File: src/rtl/fetch_pkg.sv
// Shared types and defaults for the fetch-stage branch recovery table.
package fetch_pkg;

   localparam int unsigned BRT_BID_W    = 4;
   localparam int unsigned BRT_IDX_W    = 3;
   localparam int unsigned BRT_NCOMMIT  = 2;
   localparam int unsigned BRT_OQ_DEPTH = 4;
   localparam int unsigned BRT_ADDR_W   = 32;

   typedef struct packed {
      logic                  valid;
      logic [BRT_BID_W-1:0]  tag;
      logic                  taken;
      logic [BRT_ADDR_W-1:0] target;
   } brt_entry_t;

   typedef struct packed {
      logic [BRT_BID_W-1:0]  bid;
      logic [BRT_ADDR_W-1:0] pc;
      logic [1:0]            oldpattern;
      logic                  taken;
      logic [BRT_ADDR_W-1:0] target;
      logic                  nomatch;
   } brt_override_t;

   // Pointer advance modulo an arbitrary (non power-of-2) depth; n <= depth.
   function automatic int unsigned wrap_add(input int unsigned p, input int unsigned n,
                                            input int unsigned depth);
      int unsigned s;
      s = p + n;
      return (s >= depth) ? (s - depth) : s;
   endfunction

endpackage

File: src/rtl/fetch_brt_mc_if.sv
// Prediction record, commit lanes and override handshake of the branch recovery table.
interface fetch_brt_mc_if
   import fetch_pkg::*;
#(
   parameter int unsigned NCOMMIT = BRT_NCOMMIT,
   parameter int unsigned BID_W   = BRT_BID_W,
   parameter int unsigned ADDR_W  = BRT_ADDR_W
) ();

   logic                      bp_valid;
   logic [BID_W-1:0]          bp_bid;
   logic                      bp_taken;
   logic                      bp_hit;
   logic [ADDR_W-1:0]         bp_target;
   logic                      flush;

   logic [NCOMMIT-1:0]        bc_valid;
   logic [NCOMMIT*BID_W-1:0]  bc_bid;
   logic [NCOMMIT*ADDR_W-1:0] bc_pc;
   logic [NCOMMIT*2-1:0]      bc_oldpattern;
   logic [NCOMMIT-1:0]        bc_taken;
   logic [NCOMMIT*ADDR_W-1:0] bc_target;
   logic                      bc_ready;

   logic                      bco_valid;
   logic                      bco_ready;
   logic [BID_W-1:0]          bco_bid;
   logic [ADDR_W-1:0]         bco_pc;
   logic [1:0]                bco_oldpattern;
   logic                      bco_taken;
   logic [ADDR_W-1:0]         bco_target;
   logic                      bco_nomatch;

   modport slave (
      input  bp_valid, bp_bid, bp_taken, bp_hit, bp_target, flush,
      input  bc_valid, bc_bid, bc_pc, bc_oldpattern, bc_taken, bc_target,
      output bc_ready,
      output bco_valid, bco_bid, bco_pc, bco_oldpattern, bco_taken, bco_target, bco_nomatch,
      input  bco_ready
   );

   modport master (
      output bp_valid, bp_bid, bp_taken, bp_hit, bp_target, flush,
      output bc_valid, bc_bid, bc_pc, bc_oldpattern, bc_taken, bc_target,
      input  bc_ready,
      input  bco_valid, bco_bid, bco_pc, bco_oldpattern, bco_taken, bco_target, bco_nomatch,
      output bco_ready
   );

endinterface

File: src/rtl/fetch_brt_oq.sv
// Override queue: up to NCOMMIT in-order writes per cycle, one read, registered head.
module fetch_brt_oq
   import fetch_pkg::*;
#(
   parameter int unsigned NCOMMIT = BRT_NCOMMIT,
   parameter int unsigned DEPTH   = BRT_OQ_DEPTH
) (
   input  logic                              clk,
   input  logic                              resetn,
   input  logic          [NCOMMIT-1:0]       wr_valid_i,
   input  brt_override_t [NCOMMIT-1:0]       wr_data_i,
   input  logic                              rd_ready_i,
   output logic                              rd_valid_o,
   output brt_override_t                     rd_data_o,
   output logic [$clog2(DEPTH+1)-1:0]        count_o
);

   localparam int unsigned PTR_W = (DEPTH > 1) ? $clog2(DEPTH) : 1;
   localparam int unsigned CNT_W = $clog2(DEPTH + 1);

   brt_override_t     mem_q [DEPTH];
   brt_override_t     mem_d [DEPTH];
   logic [PTR_W-1:0]  wr_ptr_q, wr_ptr_d;
   logic [PTR_W-1:0]  rd_ptr_q, rd_ptr_d;
   logic [CNT_W-1:0]  count_q, count_d;
   logic              head_valid_q, head_valid_d;
   brt_override_t     head_q, head_d;
   logic              deq;
   int unsigned       n_enq;

   // Lanes are compacted into consecutive slots, lane 0 first; the head is
   // re-read from the post-update storage so a write into an empty queue shows next cycle.
   always_comb begin
      mem_d = mem_q;
      n_enq = 0;
      for (int i = 0; i < NCOMMIT; i++) begin
         if (wr_valid_i[i]) begin
            mem_d[PTR_W'(wrap_add(32'(wr_ptr_q), n_enq, DEPTH))] = wr_data_i[i];
            n_enq = n_enq + 1;
         end
      end
      deq          = head_valid_q & rd_ready_i;
      wr_ptr_d     = PTR_W'(wrap_add(32'(wr_ptr_q), n_enq, DEPTH));
      rd_ptr_d     = deq ? PTR_W'(wrap_add(32'(rd_ptr_q), 1, DEPTH)) : rd_ptr_q;
      count_d      = count_q + CNT_W'(n_enq) - CNT_W'(deq);
      head_valid_d = (count_d != '0);
      head_d       = head_valid_d ? mem_d[rd_ptr_d] : head_q;
   end

   always_ff @(posedge clk or negedge resetn) begin
      if (!resetn) begin
         for (int k = 0; k < DEPTH; k++) mem_q[k] <= '0;
         wr_ptr_q     <= '0;
         rd_ptr_q     <= '0;
         count_q      <= '0;
         head_valid_q <= 1'b0;
         head_q       <= '0;
      end else begin
         mem_q        <= mem_d;
         wr_ptr_q     <= wr_ptr_d;
         rd_ptr_q     <= rd_ptr_d;
         count_q      <= count_d;
         head_valid_q <= head_valid_d;
         head_q       <= head_d;
      end
   end

   assign rd_valid_o = head_valid_q;
   assign rd_data_o  = head_q;
   assign count_o    = count_q;

endmodule

File: src/rtl/fetch_brt_mc.sv
// Multi-commit branch recovery table: records fetch predictions, checks commit
// resolutions against them and queues mispredict overrides.
module fetch_brt_mc
   import fetch_pkg::*;
#(
   parameter int unsigned BID_W    = BRT_BID_W,
   parameter int unsigned IDX_W    = BRT_IDX_W,
   parameter int unsigned NCOMMIT  = BRT_NCOMMIT,
   parameter int unsigned OQ_DEPTH = BRT_OQ_DEPTH,
   parameter int unsigned ADDR_W   = BRT_ADDR_W
) (
   input  logic          clk,
   input  logic          resetn,
   fetch_brt_mc_if.slave bus
);

   localparam int unsigned DEPTH = 1 << IDX_W;
   localparam int unsigned CNT_W = $clog2(OQ_DEPTH + 1);

   brt_entry_t                  tbl_q [DEPTH];
   brt_entry_t                  r_q;
   logic [IDX_W-1:0]            lane_idx [NCOMMIT];
   logic [NCOMMIT-1:0]          acc;
   logic [NCOMMIT-1:0]          ovr_valid;
   brt_override_t [NCOMMIT-1:0] ovr_data;
   logic                        ready;
   logic [CNT_W-1:0]            oq_count;
   logic                        oq_valid;
   brt_override_t               oq_head;

   always_ff @(posedge clk or negedge resetn) begin
      if (!resetn) begin
         r_q <= '0;
      end else begin
         r_q <= '{valid:  bus.bp_valid,
                  tag:    bus.bp_bid,
                  taken:  bus.bp_taken & bus.bp_hit,
                  target: bus.bp_target};
      end
   end

   assign ready = (32'(OQ_DEPTH) - 32'(oq_count)) >= 32'(NCOMMIT);
   assign acc   = bus.bc_valid & {NCOMMIT{ready}};

   for (genvar g = 0; g < NCOMMIT; g++) begin : g_lane
      logic [BID_W-1:0]  lane_bid;
      logic [ADDR_W-1:0] lane_target;
      brt_entry_t        ent;
      logic              hit, pred_taken, mismatch;

      assign lane_bid    = bus.bc_bid[g*BID_W +: BID_W];
      assign lane_target = bus.bc_target[g*ADDR_W +: ADDR_W];
      assign lane_idx[g] = lane_bid[IDX_W-1:0];
      // The in-flight record is younger than the array copy at the same index.
      assign ent         = (r_q.valid && (r_q.tag[IDX_W-1:0] == lane_idx[g])) ? r_q
                                                                               : tbl_q[lane_idx[g]];
      assign hit         = ent.valid && (ent.tag == lane_bid);
      assign pred_taken  = hit && ent.taken;
      assign mismatch    = (bus.bc_taken[g] != pred_taken) |
                           (bus.bc_taken[g] & (lane_target != ent.target));
      assign ovr_valid[g] = acc[g] & mismatch;
      assign ovr_data[g]  = '{bid:        lane_bid,
                              pc:         bus.bc_pc[g*ADDR_W +: ADDR_W],
                              oldpattern: bus.bc_oldpattern[g*2 +: 2],
                              taken:      bus.bc_taken[g],
                              target:     lane_target,
                              nomatch:    ~hit};
   end

   // Flush and consume clear valid bits; the record write is issued last so it wins.
   always_ff @(posedge clk or negedge resetn) begin
      if (!resetn) begin
         for (int k = 0; k < DEPTH; k++) tbl_q[k] <= '0;
      end else begin
         if (bus.flush) begin
            for (int k = 0; k < DEPTH; k++) tbl_q[k].valid <= 1'b0;
         end
         for (int i = 0; i < NCOMMIT; i++) begin
            if (acc[i]) tbl_q[lane_idx[i]].valid <= 1'b0;
         end
         if (r_q.valid) tbl_q[r_q.tag[IDX_W-1:0]] <= r_q;
      end
   end

   fetch_brt_oq #(
      .NCOMMIT (NCOMMIT),
      .DEPTH   (OQ_DEPTH)
   ) u_oq (
      .clk        (clk),
      .resetn     (resetn),
      .wr_valid_i (ovr_valid),
      .wr_data_i  (ovr_data),
      .rd_ready_i (bus.bco_ready),
      .rd_valid_o (oq_valid),
      .rd_data_o  (oq_head),
      .count_o    (oq_count)
   );

   assign bus.bc_ready       = ready;
   assign bus.bco_valid      = oq_valid;
   assign bus.bco_bid        = oq_head.bid;
   assign bus.bco_pc         = oq_head.pc;
   assign bus.bco_oldpattern = oq_head.oldpattern;
   assign bus.bco_taken      = oq_head.taken;
   assign bus.bco_target     = oq_head.target;
   assign bus.bco_nomatch    = oq_head.nomatch;

endmodule

File: src/flat_wrapper.sv
// flat-port wrapper written by rule: the top's interface ports become plain ports
module fetch_brt_mc_flat import fetch_pkg::*;
#(
   parameter int unsigned BID_W    = BRT_BID_W,
   parameter int unsigned IDX_W    = BRT_IDX_W,
   parameter int unsigned NCOMMIT  = BRT_NCOMMIT,
   parameter int unsigned OQ_DEPTH = BRT_OQ_DEPTH,
   parameter int unsigned ADDR_W   = BRT_ADDR_W
)
  (clk, resetn, bus_bp_valid, bus_bp_bid, bus_bp_taken, bus_bp_hit, bus_bp_target, bus_flush, bus_bc_valid, bus_bc_bid, bus_bc_pc, bus_bc_oldpattern, bus_bc_taken, bus_bc_target, bus_bc_ready, bus_bco_valid, bus_bco_bid, bus_bco_pc, bus_bco_oldpattern, bus_bco_taken, bus_bco_target, bus_bco_nomatch, bus_bco_ready);
  fetch_brt_mc_if #(.NCOMMIT(NCOMMIT), .BID_W(BID_W), .ADDR_W(ADDR_W)) bus_i ();
  input  logic clk;
  input  logic resetn;
  input wire logic [$bits(bus_i.bp_valid)-1:0] bus_bp_valid;
  input wire logic [$bits(bus_i.bp_bid)-1:0] bus_bp_bid;
  input wire logic [$bits(bus_i.bp_taken)-1:0] bus_bp_taken;
  input wire logic [$bits(bus_i.bp_hit)-1:0] bus_bp_hit;
  input wire logic [$bits(bus_i.bp_target)-1:0] bus_bp_target;
  input wire logic [$bits(bus_i.flush)-1:0] bus_flush;
  input wire logic [$bits(bus_i.bc_valid)-1:0] bus_bc_valid;
  input wire logic [$bits(bus_i.bc_bid)-1:0] bus_bc_bid;
  input wire logic [$bits(bus_i.bc_pc)-1:0] bus_bc_pc;
  input wire logic [$bits(bus_i.bc_oldpattern)-1:0] bus_bc_oldpattern;
  input wire logic [$bits(bus_i.bc_taken)-1:0] bus_bc_taken;
  input wire logic [$bits(bus_i.bc_target)-1:0] bus_bc_target;
  output wire logic [$bits(bus_i.bc_ready)-1:0] bus_bc_ready;
  output wire logic [$bits(bus_i.bco_valid)-1:0] bus_bco_valid;
  output wire logic [$bits(bus_i.bco_bid)-1:0] bus_bco_bid;
  output wire logic [$bits(bus_i.bco_pc)-1:0] bus_bco_pc;
  output wire logic [$bits(bus_i.bco_oldpattern)-1:0] bus_bco_oldpattern;
  output wire logic [$bits(bus_i.bco_taken)-1:0] bus_bco_taken;
  output wire logic [$bits(bus_i.bco_target)-1:0] bus_bco_target;
  output wire logic [$bits(bus_i.bco_nomatch)-1:0] bus_bco_nomatch;
  input wire logic [$bits(bus_i.bco_ready)-1:0] bus_bco_ready;
  assign bus_i.bp_valid = bus_bp_valid;
  assign bus_i.bp_bid = bus_bp_bid;
  assign bus_i.bp_taken = bus_bp_taken;
  assign bus_i.bp_hit = bus_bp_hit;
  assign bus_i.bp_target = bus_bp_target;
  assign bus_i.flush = bus_flush;
  assign bus_i.bc_valid = bus_bc_valid;
  assign bus_i.bc_bid = bus_bc_bid;
  assign bus_i.bc_pc = bus_bc_pc;
  assign bus_i.bc_oldpattern = bus_bc_oldpattern;
  assign bus_i.bc_taken = bus_bc_taken;
  assign bus_i.bc_target = bus_bc_target;
  assign bus_bc_ready = bus_i.bc_ready;
  assign bus_bco_valid = bus_i.bco_valid;
  assign bus_bco_bid = bus_i.bco_bid;
  assign bus_bco_pc = bus_i.bco_pc;
  assign bus_bco_oldpattern = bus_i.bco_oldpattern;
  assign bus_bco_taken = bus_i.bco_taken;
  assign bus_bco_target = bus_i.bco_target;
  assign bus_bco_nomatch = bus_i.bco_nomatch;
  assign bus_i.bco_ready = bus_bco_ready;
  fetch_brt_mc #(.BID_W(BID_W), .IDX_W(IDX_W), .NCOMMIT(NCOMMIT), .OQ_DEPTH(OQ_DEPTH), .ADDR_W(ADDR_W)) u_core (.clk(clk), .resetn(resetn), .bus(bus_i));
endmodule
File: config.mk
export PLATFORM = sky130hd
export DESIGN_NAME = fetch_brt_mc_flat
export DESIGN_NICKNAME = d
export VERILOG_FILES = /design/src/rtl/fetch_pkg.sv /design/src/rtl/fetch_brt_mc_if.sv /design/src/rtl/fetch_brt_oq.sv /design/src/rtl/fetch_brt_mc.sv /design/src/flat_wrapper.sv
export SDC_FILE = /design/constraint.sdc
export NUM_CORES = 1
export LEC_CHECK = 0
export BUFFER_PORTS_ARGS = -buffer_cell sky130_fd_sc_hd__buf_2
export CAP_MARGIN = 20
export CORE_MARGIN = 5
export CORE_UTILIZATION = 49
export CTS_CLUSTER_DIAMETER = 150
export DETAILED_ROUTE_END_ITERATION = 7
export PLACE_DENSITY = 0.67
export SLEW_MARGIN = 40
export SYNTH_ARGS = -nofsm -noshare
export SYNTH_HDL_FRONTEND = slang
export SYNTH_SLANG_ARGS = --single-unit
File: constraint.sdc
create_clock -name clk -period 9.77 [get_ports clk]
set_input_delay 0.977 -clock clk [delete_from_list [all_inputs] [get_ports clk]]
set_output_delay 0.977 -clock clk [all_outputs]
set_load 0.05 [all_outputs]
# ---- Word level (Yosys, flattened, before mapping)
# Cells that the tools add are included.
dict set report totals {
  ff_bits 710
  latch_bits 0
  mem_bits_rw 0
  rom_bits 0
  out_inout_bits 74
  elab_cells 180
  memories 0
}
dict set report classes {
  n_addsub 11
  n_mul 0
  div_mod_pow 0
  magnitude_cmp 16
  eq_ne 8
  shifts 0
  n_mux 46
  bitwise_logic 17
  n_reduce_logical 12
}
# operator n
set ops {}
lappend ops {{304-bit bitwise mux} 3}
lappend ops {{304-bit two-way mux} 3}
lappend ops {{288-bit bitwise mux} 2}
lappend ops {{288-bit two-way mux} 2}
lappend ops {{38-bit demux with 3-bit select} 3}
lappend ops {{38-bit two-way mux} 9}
lappend ops {{72-bit demux with 2-bit select} 2}
lappend ops {{72-bit two-way mux} 4}
lappend ops {{38-bit binary-select mux with 3-bit select} 2}
lappend ops {{72-bit binary-select mux with 2-bit select} 1}
lappend ops {{32-bit inequality test} 2}
lappend ops {{2-bit by 32-bit adder with 32-bit output} 1}
lappend ops {{32-bit by 1-bit adder with 32-bit output, second input constant} 1}
lappend ops {{32-bit by 2-bit greater-or-equal comparator with 1-bit output, second input constant} 1}
lappend ops {{32-bit by 3-bit greater-or-equal comparator with 1-bit output, second input constant} 1}
lappend ops {{32-bit two-way mux} 1}
lappend ops {{3-bit greater-or-equal comparator, second input constant} 5}
lappend ops {{4-bit greater-or-equal comparator, second input constant} 3}
lappend ops {{4-bit by 1-bit less-than comparator with 1-bit output, second input constant} 3}
lappend ops {{3-bit NOT with 4-bit output} 3}
lappend ops {{1-bit logical AND} 11}
lappend ops {{2-bit two-way mux} 5}
lappend ops {{1-bit two-way mux} 9}
lappend ops {{2-bit NOT with 3-bit output} 3}
lappend ops {{other kinds (16)} 30}

# ---- Longest topological paths before layout
# Gate-level depths: netlist (run 1).
dict set report depth {
  ltp_word 25
  ltp_mapped 31
  mapped_depth_nobuf 23
}

# ---- Cells and area by module
# From an unflattened synthesis (run 1), not the netlist that was laid out.
dict set report unflattened {
  cells_unflattened 3466
  area_unflattened_um2 37374.6
}
# module n_inst cells_each area_per_inst_um2 seq_area_each_um2
set modules_own_cells {}
lappend modules_own_cells {fetch_brt_mc 1 1508 18919.4 8558.2}
lappend modules_own_cells {fetch_brt_oq 1 1958 18455.2 9208.8}

# ---- Worst setup path before layout (run 1)
# Ideal clock, no wire load.
dict set report synth_timing {
  path_kind {input-to-reg}
  from {in bus_bc_bid[1]}
  to {reg u_core.u_oq.head_q, in the netlist u_core.u_oq.rd_data_o[71]}
  setup_ps 111
  arrival_time_ps 6482
  required_time_ps 9659
  path_slack_ps 3177
  cell_stages 30
  n_path_buf 7
  cell_sequence {buf_2 -> buf_1 -> buf_2 -> mux4_2 -> mux2i_1 -> xor2_1 -> nand2_1 -> o31ai_1 -> nand3b_1 -> nor4_1 -> nand2_1 -> clkbuf_1 -> clkbuf_1 -> and2_1 -> ha_1 -> inv_1 -> ha_1 -> inv_1 -> ha_1 -> inv_1 -> fa_1 -> xor2_1 -> xnor2_1 -> or3_1 -> clkbuf_1 -> nand2_1 -> clkbuf_1 -> a21oi_1 -> o221a_2 -> a2111oi_2}
}
# element line
set synth_rtl {}
lappend synth_rtl {{start, declared} flat_wrapper.sv:21} ;# input wire logic [$bits(bus_i.bc_bid)-1:0] bus_bc_bid;
lappend synth_rtl {{3-bit NOT with 4-bit output (implied by the code)} fetch_brt_mc.sv:56} ;# : tbl_q[lane_idx[g]];
lappend synth_rtl {{38-bit binary-select mux with 3-bit select} fetch_brt_mc.sv:56}
lappend synth_rtl {{38-bit two-way mux (implied by the code) (2 in series)} fetch_brt_mc.sv:56}
lappend synth_rtl {{38-bit two-way mux} fetch_brt_mc.sv:55} ;# assign ent = (r_q.valid && (r_q.tag[IDX_W-1:0] == lane_idx[g])) ? r_q
lappend synth_rtl {{4-bit == test} fetch_brt_mc.sv:57} ;# assign hit = ent.valid && (ent.tag == lane_bid);
lappend synth_rtl {{1-bit logical AND} fetch_brt_mc.sv:57}
lappend synth_rtl {{1-bit logical AND} fetch_brt_mc.sv:58} ;# assign pred_taken = hit && ent.taken;
lappend synth_rtl {{1-bit inequality test} fetch_brt_mc.sv:59} ;# assign mismatch = (bus.bc_taken[g] != pred_taken) |
lappend synth_rtl {{1-bit bitwise OR (*)} fetch_brt_mc.sv:59}
lappend synth_rtl {{1-bit bitwise AND (*)} fetch_brt_mc.sv:61} ;# assign ovr_valid[g] = acc[g] & mismatch;
lappend synth_rtl {{1-bit two-way mux (*)} fetch_brt_oq.sv:37} ;# if (wr_valid_i[i]) begin
lappend synth_rtl {{32-bit by 1-bit adder with 32-bit output} fetch_brt_oq.sv:39} ;# n_enq = n_enq + 1;
lappend synth_rtl {{32-bit two-way mux (*)} fetch_brt_oq.sv:37}
lappend synth_rtl {{3-bit adder (*)} fetch_brt_oq.sv:45} ;# count_d = count_q + CNT_W'(n_enq) - CNT_W'(deq);
lappend synth_rtl {{3-bit by 1-bit subtractor with 3-bit output (*)} fetch_brt_oq.sv:45}
lappend synth_rtl {{via u_core.u_oq.count_d[2]} fetch_brt_oq.sv:25} ;# logic [CNT_W-1:0] count_q, count_d;
lappend synth_rtl {{3-bit nonzero test (*)} fetch_brt_oq.sv:46} ;# head_valid_d = (count_d != '0);
lappend synth_rtl {{end signal, assigned} fetch_brt_oq.sv:57} ;# head_q <= '0;
lappend synth_rtl {{end signal, assigned} fetch_brt_oq.sv:64} ;# head_q <= head_d;
lappend synth_rtl {{end, declared} fetch_brt_oq.sv:27} ;# brt_override_t head_q, head_d;
# Mark *: on every way through the listed nets, which the timed path passes. The rest lies on a longest branch. The select of a mux whose other input is x is not followed.
# A chain may end at the register's enable or synchronous reset.

# ---- Worst setup path in the final report (run 1)
dict set report layout_timing {
  from {in bus_bc_bid[4]}
  to {reg u_core.u_oq.head_q, in the netlist u_core.u_oq.rd_data_o[57]}
}
dict set report layout_between {
  elab_chain_len 15
}
# element line
set layout_rtl {}
lappend layout_rtl {{3-bit NOT with 4-bit output (implied by the code)} fetch_brt_mc.sv:56}
lappend layout_rtl {{38-bit binary-select mux with 3-bit select} fetch_brt_mc.sv:56}
lappend layout_rtl {{38-bit two-way mux (implied by the code) (2 in series)} fetch_brt_mc.sv:56}
lappend layout_rtl {{38-bit two-way mux} fetch_brt_mc.sv:55}
lappend layout_rtl {{4-bit == test} fetch_brt_mc.sv:57}
lappend layout_rtl {{1-bit logical AND} fetch_brt_mc.sv:57}
lappend layout_rtl {{1-bit logical AND} fetch_brt_mc.sv:58}
lappend layout_rtl {{1-bit inequality test} fetch_brt_mc.sv:59}
lappend layout_rtl {{1-bit bitwise OR (*)} fetch_brt_mc.sv:59}
lappend layout_rtl {{1-bit bitwise AND (*)} fetch_brt_mc.sv:61}
lappend layout_rtl {{32-bit two-way mux (*)} fetch_brt_oq.sv:37}
lappend layout_rtl {{3-bit adder (*)} fetch_brt_oq.sv:45}
lappend layout_rtl {{3-bit by 1-bit subtractor with 3-bit output (*)} fetch_brt_oq.sv:45}
lappend layout_rtl {{via u_core.u_oq.count_d[2]} fetch_brt_oq.sv:25}
lappend layout_rtl {{3-bit nonzero test (*)} fetch_brt_oq.sv:46}
# Marks and branches as above.

==> summary.md, run 1 <==
| Metric | Value |
|---|---|
| Antenna violations before repair | 18 |
| Gates resized, CTS repair | 0 |
| Hold Violations, Final | 0 |
| Clock insertion delay at the later pin of the skew report | 650 ps |
| Core area | 77470 um^2 |
| Final nets | 3929 |
| Unrepaired setup endpoints after global routing | false |
| Slew headroom | 0.3930 |
| Max stage delay cell, worst path | or4b_1 |
| Worst-margin pin slew | 910.5 ps |
| YS warnings | 0 |
| Outcome | completed |
| DP Wirelength | 83120 um |
| DIE HEIGHT | 289.6 um |
| Syn Std Cell Area | 38290 um^2 |
| Vias in the first global route | 30420 |
| Max incr delay on CP | 910 ps |
| Largest net degree at the start of global routing | 139 |
| Proportion of synthesized area in mux cells | 0.1991 |
| R2R setup slack | 2460 ps |
| Final Slew Violations | 0 |
| Longest Clk Path Bufs | 3 |
| Layout cells sized above 1 | 0.2518 |
| Routed WL | 132800 um |
| XOR/XNOR Fraction of Synth Area | 0.01761 |
| Via count | 31110 |
| DRC violations left | 0 |
| CTS tree | done |
| FMAX | 129.3 MHz |
| Compound-Gate Fraction of Synth Area | 0.1569 |
| Post-synth top area share | 0.4640 |
| Ports | 261 |
| Post-Syn Instances | 3638 |
| CTS clk-pin slew, worst paths | 60 ps |
| Asr flop ratio synth | 1.000 |
| Synth Net Count | 3834 |
| Drt first-iter violations | 3514 |
| CP Data Arrival Time | 8240 ps |
| CP Depth | 25 |
| Crit Path Class | in2reg |
| Period Utilization, post-route | 0.7913 |
| Post-Synth Adder-Cell Area | 0.003137 |
| Die footprint | 83840 um^2 |
| CP required | 10280 ps |
| Syn avg cell area | 10.53 um^2 |
| Clk Tree Root Cell | clkbuf_16 |
| EDFF count, synth | 0 |
| Cell variety after synth | 81 |
| Hold_buf cts | 0 |
| Hold WC Path Type | in2async |
| Top cells by area, synth | dfrtp_1 (46%), mux2i_1 (8.9%), mux2_2 (6.6%) |
| Routed Antenna Nets | 0 |
| Num CTS Buffers | 81 |
| Simple-gate portion of the synthesized area | 0.1028 |
| Setup violations, final | 0 |
| Largest area contributor in the netlist | dfrtp_1 |
| Post-Place Setup Slack | 1529 ps |
| Pleak | 18.43 nW |
| Fin cells | 4846 |
| Seq/Total Area, Yosys | 0.4640 |
| Max-cap viol count | 0 |
| Crit. End Element | flip-flop |
| Commonest non-fill, non-tap cell in the layout | dfrtp_1 |
| Reg2Reg Depth | 24 |
| Min cycle time layout | 7731 ps |
| Pwr/cell area | 326.3 nW/um^2 |
| First-pass GRT wire length | 198200 um |
| Peak supply drop | 0.2888 mV |
| Via density | 6.421 |
| Buf/Inv on CP | 7 |
| Startpoint Class | input port |
| Rows | 102 |
| Post-synth top flop | dfrtp_1 |
| Flops & latches, synth | 710 |
| Routability cong. | 0.9594 |
| GR Overflow Total | 0 |
| Final core occ | 0.5578 |
| Post-Route Setup TNS | 0 ps |
| Final setup margin | 2039 ps |
| Wirelength per Cell | 27.40 um |
| Starting density of the core | 0.4943 |
| Largest delay contributor family on the critical path | simple AND/OR/NAND/NOR gates |
| # port buffers | 260 |
| Most frequent cells in the layout | dfrtp_1 (710), mux2i_1 (342), nor2_1 (313) |
| Die width | 289.6 um |
| Skew final | 27.42 ps |
| Worst-path fanout max | 51 |
| Detailed Routing Iterations Pass 1 | 6 |
| Area grow syn2layout | 12.84% |
| CTS sink cnt | 710 |
| Largest family of logic cells by synthesized area | multiplexers |
| H-tree level count | 3 |
| Post-CTS setup buffers | 0 |
| GRT Overall Usage | 0.3097 |
| Placed Cells | 4689 |
## area by class of cell
class	instances	area, um^2
fill	6727	34250
multi-input combinational	2414	18530
sequential	710	17770
clock buffer	120	2467
timing repair buffer	341	2121
tap	1040	1301
inverter	185	695.7
clock inverter	23	294.0
antenna	13	32.53
## Yosys cell counts (41+ instances only)
cell type / instances
dfrtp_1: 710
xnor2_1: 41
a21oi_1: 163
nor2_1: 315
inv_1: 183
a2111oi_2: 70
buf_2: 59
mux2_2: 226
o21ai_0: 176
nor3_1: 88
mux2i_1: 342
a31o_2: 75
a31oi_1: 77
nand2_1: 270
nand3_1: 94
o221a_1: 68
clkbuf_1: 213
mux4_2: 73
## stage by stage
stage	hold WS, ps	area (um^2)	total power [mW]
after floorplan	434.6	38290	9.167
after global placement	449.8	40260	10.71
after detailed placement	455.5	40400	10.90
after CTS	342.7	43160	14.07
after global routing	365.0	43190	14.84
final	311.7	43210	14.10
## routing by layer
layer | share of wire | global-route usage | vias to the layer above
met5 | 0.00059 | 0 | -
met4 | 0.046 | 0.1249 | 14
met3 | 0.095 | 0.06502 | 354
met2 | 0.46 | 0.4825 | 1704
met1 | 0.40 | 0.4271 | 15700
li1 | - | - | 13340
## where the power goes
group,switching [mW],total [mW],internal [mW]
logic,3.91,6.38,2.48
clock network,1.28,3.16,1.88
registers,0.521,4.56,4.04
## cells by family after synthesis
family                     after synthesis
adders and majority gates                9
buffers and inverters                  514
and+or+nand+nor                        890
xor gates and xnor gates                77
muxes                                  642
AOI/OAI and AO/OA                      796
DFF                                    710
## flip-flops by register name, indices dropped and copies added (netlist names)
signal / cells
u_core.tbl_q: 304
u_core.u_oq.mem_q: 288
u_core.u_oq.rd_data_o: 72
u_core.r_q: 38
u_core.u_oq.count_o: 3
u_core.u_oq.rd_ptr_q: 2
u_core.u_oq.wr_ptr_q: 2
u_core.u_oq.rd_valid_o: 1
## worst register-to-register path: stages, from the launching register on
cell and delay [ps]:
dfrtp_1 510, xor2_1 250, or4b_1 900, buf_4 370, o21ai_0 480, xnor2_1 210, nand4_1 120, a2111o_1 490
o21ai_2 270, inv_2 160, ha_1 340, inv_1 50, ha_1 260, inv_1 60, ha_1 130, inv_1 50
fa_1 430, xor2_1 180, xnor2_1 140, or3_4 470, nand2_4 460, buf_4 370, a21oi_1 80, o221a_1 140
a2111oi_2 290
## path summary, 6_finish.rpt
check	from	end
max in group asynchronous	resetn	u_core.r_q[21]
min in group clk	bus_bp_target[5]	u_core.r_q[5]
worst min-delay path	resetn	u_core.u_oq.mem_q[279]
worst min register to register	u_core.tbl_q[73]	u_core.tbl_q[73]
worst max-delay path	bus_bc_bid[4]	u_core.u_oq.rd_data_o[57]
worst max register to register	u_core.r_q[35]	u_core.u_oq.rd_data_o[57]
No activity file was read; power rests on OpenSTA's default activity.
==> run 2, diff against run 1 <==
- clock period: 9.77 -> 7.3 ns (I/O delays scaled with it)
==> run 2 against run 1 <==
Effect of this change: clock power rose by 36%; final cell count rose by 0.95%; sequential power rose by 34%; non-clock buffer count rose by 46; die area did not move; critical path type is now reg2reg; largest power group unchanged.
==> summary.md, run 2 (synthesis results as in run 1) <==
| Metric | Value |
|---|---|
| Clock insertion delay at the later pin of the skew report | 660 ps (was 650 ps) |
| Crit. End Element | flip-flop (unchanged) |
| Hold Violations, Final | 0 (unchanged) |
| Pwr/cell area | 437.8 nW/um^2 (was 326.3 nW/um^2) |
| Core area | 77470 um^2 (unchanged) |
| Peak supply drop | 0.3179 mV (was 0.2888 mV) |
| Outcome | completed (unchanged) |
| Die footprint | 83840 um^2 (unchanged) |
| Vias in the first global route | 30640 (was 30420) |
| Fin cells | 4892 (was 4846) |
| Rows | 102 (unchanged) |
| Max incr delay on CP | 600 ps (was 910 ps) |
| Via density | 6.448 (was 6.421) |
| CP required | 7810 ps (was 10280 ps) |
| Pwr Total | 19.18 mW (was 14.10 mW) |
| Max-cap viol count | 0 (unchanged) |
| Switching Share | 0.4045 (was 0.4046) |
| Min cycle time layout | 6480 ps |
| Skew final | 37.97 ps (was 27.42 ps) |
| Max FFs per register | 304 (unchanged) |
| Worst-path fanout max | 23 (was 51) |
| Hold_buf cts | 0 (unchanged) |
| Via count | 31540 (was 31110) |
| Final Slew Violations | 0 (unchanged) |
| Hold WC Path Type | in2async (unchanged) |
| Max stage delay cell, worst path | or4b_1 (unchanged) |
| Area grow syn2layout | 14.39% (was 12.84%) |
| Drt first-iter violations | 3519 (was 3514) |
| GR Overflow Total | 0 (unchanged) |
| Clk Tree Root Cell | clkbuf_16 (unchanged) |
| Num CTS Buffers | 79 (was 81) |
| Crit Path Class | reg2reg (was in2reg) |
| Placed Cells | 4733 (was 4689) |
| Routability cong. | 0.9642 (was 0.9594) |
| Most frequent cells in the layout | dfrtp_1 (710), mux2i_1 (342), nor2_1 (312) (was dfrtp_1 (710), mux2i_1 (342), nor2_1 (313)) |
| CTS tree | done (unchanged) |
| Sw power | 7.757 mW (was 5.706 mW) |
| Die width | 289.6 um (unchanged) |
| Number of fillers in the final layout | 6611 (was 6727) |
| Gates resized, CTS repair | 0 (unchanged) |
| FMAX | 154.3 MHz |
| DP Wirelength | 86770 um (was 83120 um) |
| CP Data Arrival Time | 6990 ps (was 8240 ps) |
| Int Power | 11.42 mW (was 8.395 mW) |
| DRC violations left | 0 (unchanged) |
| Longest Clk Path Bufs | 3 (unchanged) |
| Unrepaired setup endpoints after global routing | false (unchanged) |
| CTS sink cnt | 710 (unchanged) |
| Post-DP Area | 40890 um^2 (was 40400 um^2) |
| Finished Cell Area | 43800 um^2 (was 43210 um^2) |
| Post-Place Setup Slack | 407.0 ps (was 1529 ps) |
| H-tree level count | 3 (unchanged) |
| Post-Route Setup TNS | 0 ps (unchanged) |
| First-pass GRT wire length | 200400 um (was 198200 um) |
| Pleak | 18.76 nW (was 18.43 nW) |
| Multi-input gate area | 18530 um^2 (about the same) |
| Layout cells sized above 1 | 0.2616 (was 0.2518) |
| Sequential power share | 0.319 (was 0.323) |
| Final setup margin | 820.3 ps (was 2039 ps) |
| Commonest non-fill, non-tap cell in the layout | dfrtp_1 (unchanged) |
| Setup violations, final | 0 (unchanged) |
| Slew headroom | 0.3894 (was 0.3930) |
| Routed WL | 134700 um (was 132800 um) |
| Ports | 261 (unchanged) |
| Final nets | 3973 (was 3929) |
| CTS clk-pin slew, worst paths | 60 ps (about the same) |
| Most flop-heavy register | u_core.tbl_q (unchanged) |
| Wirelength per Cell | 27.53 um (was 27.40 um) |
| DIE HEIGHT | 289.6 um (unchanged) |
| Startpoint Class | flip-flop (was input port) |
| Starting density of the core | 0.4943 (unchanged) |
| Register area | 17770 um^2 (unchanged) |
| Largest net degree at the start of global routing | 143 (was 139) |
| # port buffers | 260 (unchanged) |
| GRT Overall Usage | 0.3139 (was 0.3097) |
| Detailed Routing Iterations Pass 1 | 8 (was 6) |
| Period Utilization, post-route | 0.8876 |
| Worst-margin pin slew | 915.9 ps (was 910.5 ps) |
| Logic pwr share | 0.457 (was 0.453) |
| Post-CTS setup buffers | 0 (unchanged) |
| Antenna violations before repair | 21 (was 18) |
| Routed Antenna Nets | 0 (unchanged) |
| Part of the power in the clock network | 0.224 (about the same) |
run 2: cell types whose count changed in the layout (fill, tap and decap cells not counted), moves of 2 or more:
cell | before | now
clkbuf_1 | 13 | 9
clkinv_16 | 0 | 2
clkbuf_16 | 84 | 79
buf_6 | 15 | 5
bufinv_16 | 5 | 11
buf_12 | 8 | 26
buf_4 | 58 | 94
clkinv_2 | 12 | 20
clkbuf_8 | 23 | 14
run 2: path summary, 6_finish.rpt:
check	start	to	slack, ps	depth (start not counted)
hold / removal	resetn	u_core.u_oq.mem_q[208]	110	1
min in group clk	bus_bp_target[7]	u_core.r_q[7]	190	1
setup / recovery	u_core.r_q[35]	u_core.u_oq.rd_data_o[71]	820	25
max in group asynchronous	resetn	u_core.tbl_q[97]	5850	3
setup reg to reg	u_core.r_q[35]	u_core.u_oq.rd_data_o[71]	820	25
hold reg to reg	u_core.tbl_q[73]	u_core.tbl_q[73]	470	1
run 2: through the flow:
stage,util,hold slack [ps]
finish,0.5655,111.6
detailed placement,0.5279,453.4
floorplan,-,434.4
global placement,0.5269,449.5
CTS,0.5640,126.9
global route,0.5651,171.4
run 2: power groups by stage:
stage,registers [mW],clock network (mW),logic [mW]
2_1_floorplan,6.60,0,5.66
4_1_cts,6.09,4.34,8.69
5_1_grt,6.23,4.49,9.43
6_report,6.12,4.29,8.77
3_3_place_gp,6.11,0,8.44
3_5_place_dp,6.15,0,8.65
run 2: per-layer routing:
layer / up-vias / share of wire / GRT usage
met5: - / 0.00078 / 0
met4: 18 / 0.047 / 0.1297
met3: 355 / 0.10 / 0.06620
met2: 1885 / 0.45 / 0.4831
met1: 15830 / 0.40 / 0.4367
li1: 13460 / - / -
run 2: final cells by class:
type,count,share of cell area
clock inverter,40,0.01351
sequential,710,0.4056
timing repair buffer,387,0.06121
tap,1040,0.02971
clock buffer,102,0.05030
antenna,14,0.0007998
inverter,185,0.01588
multi-input combinational,2414,0.4230
run 2: critical path: cells and delay by family, from the launching register on:
kind	cells	cell delay, ps
buffers and inverters	7	860
adders and majority gates	4	1100
xor gates and xnor gates	4	750
and+or+nand+nor	5	1500
AOI/OAI and AO/OA	4	1410
muxes	1	140
DFF	1	540
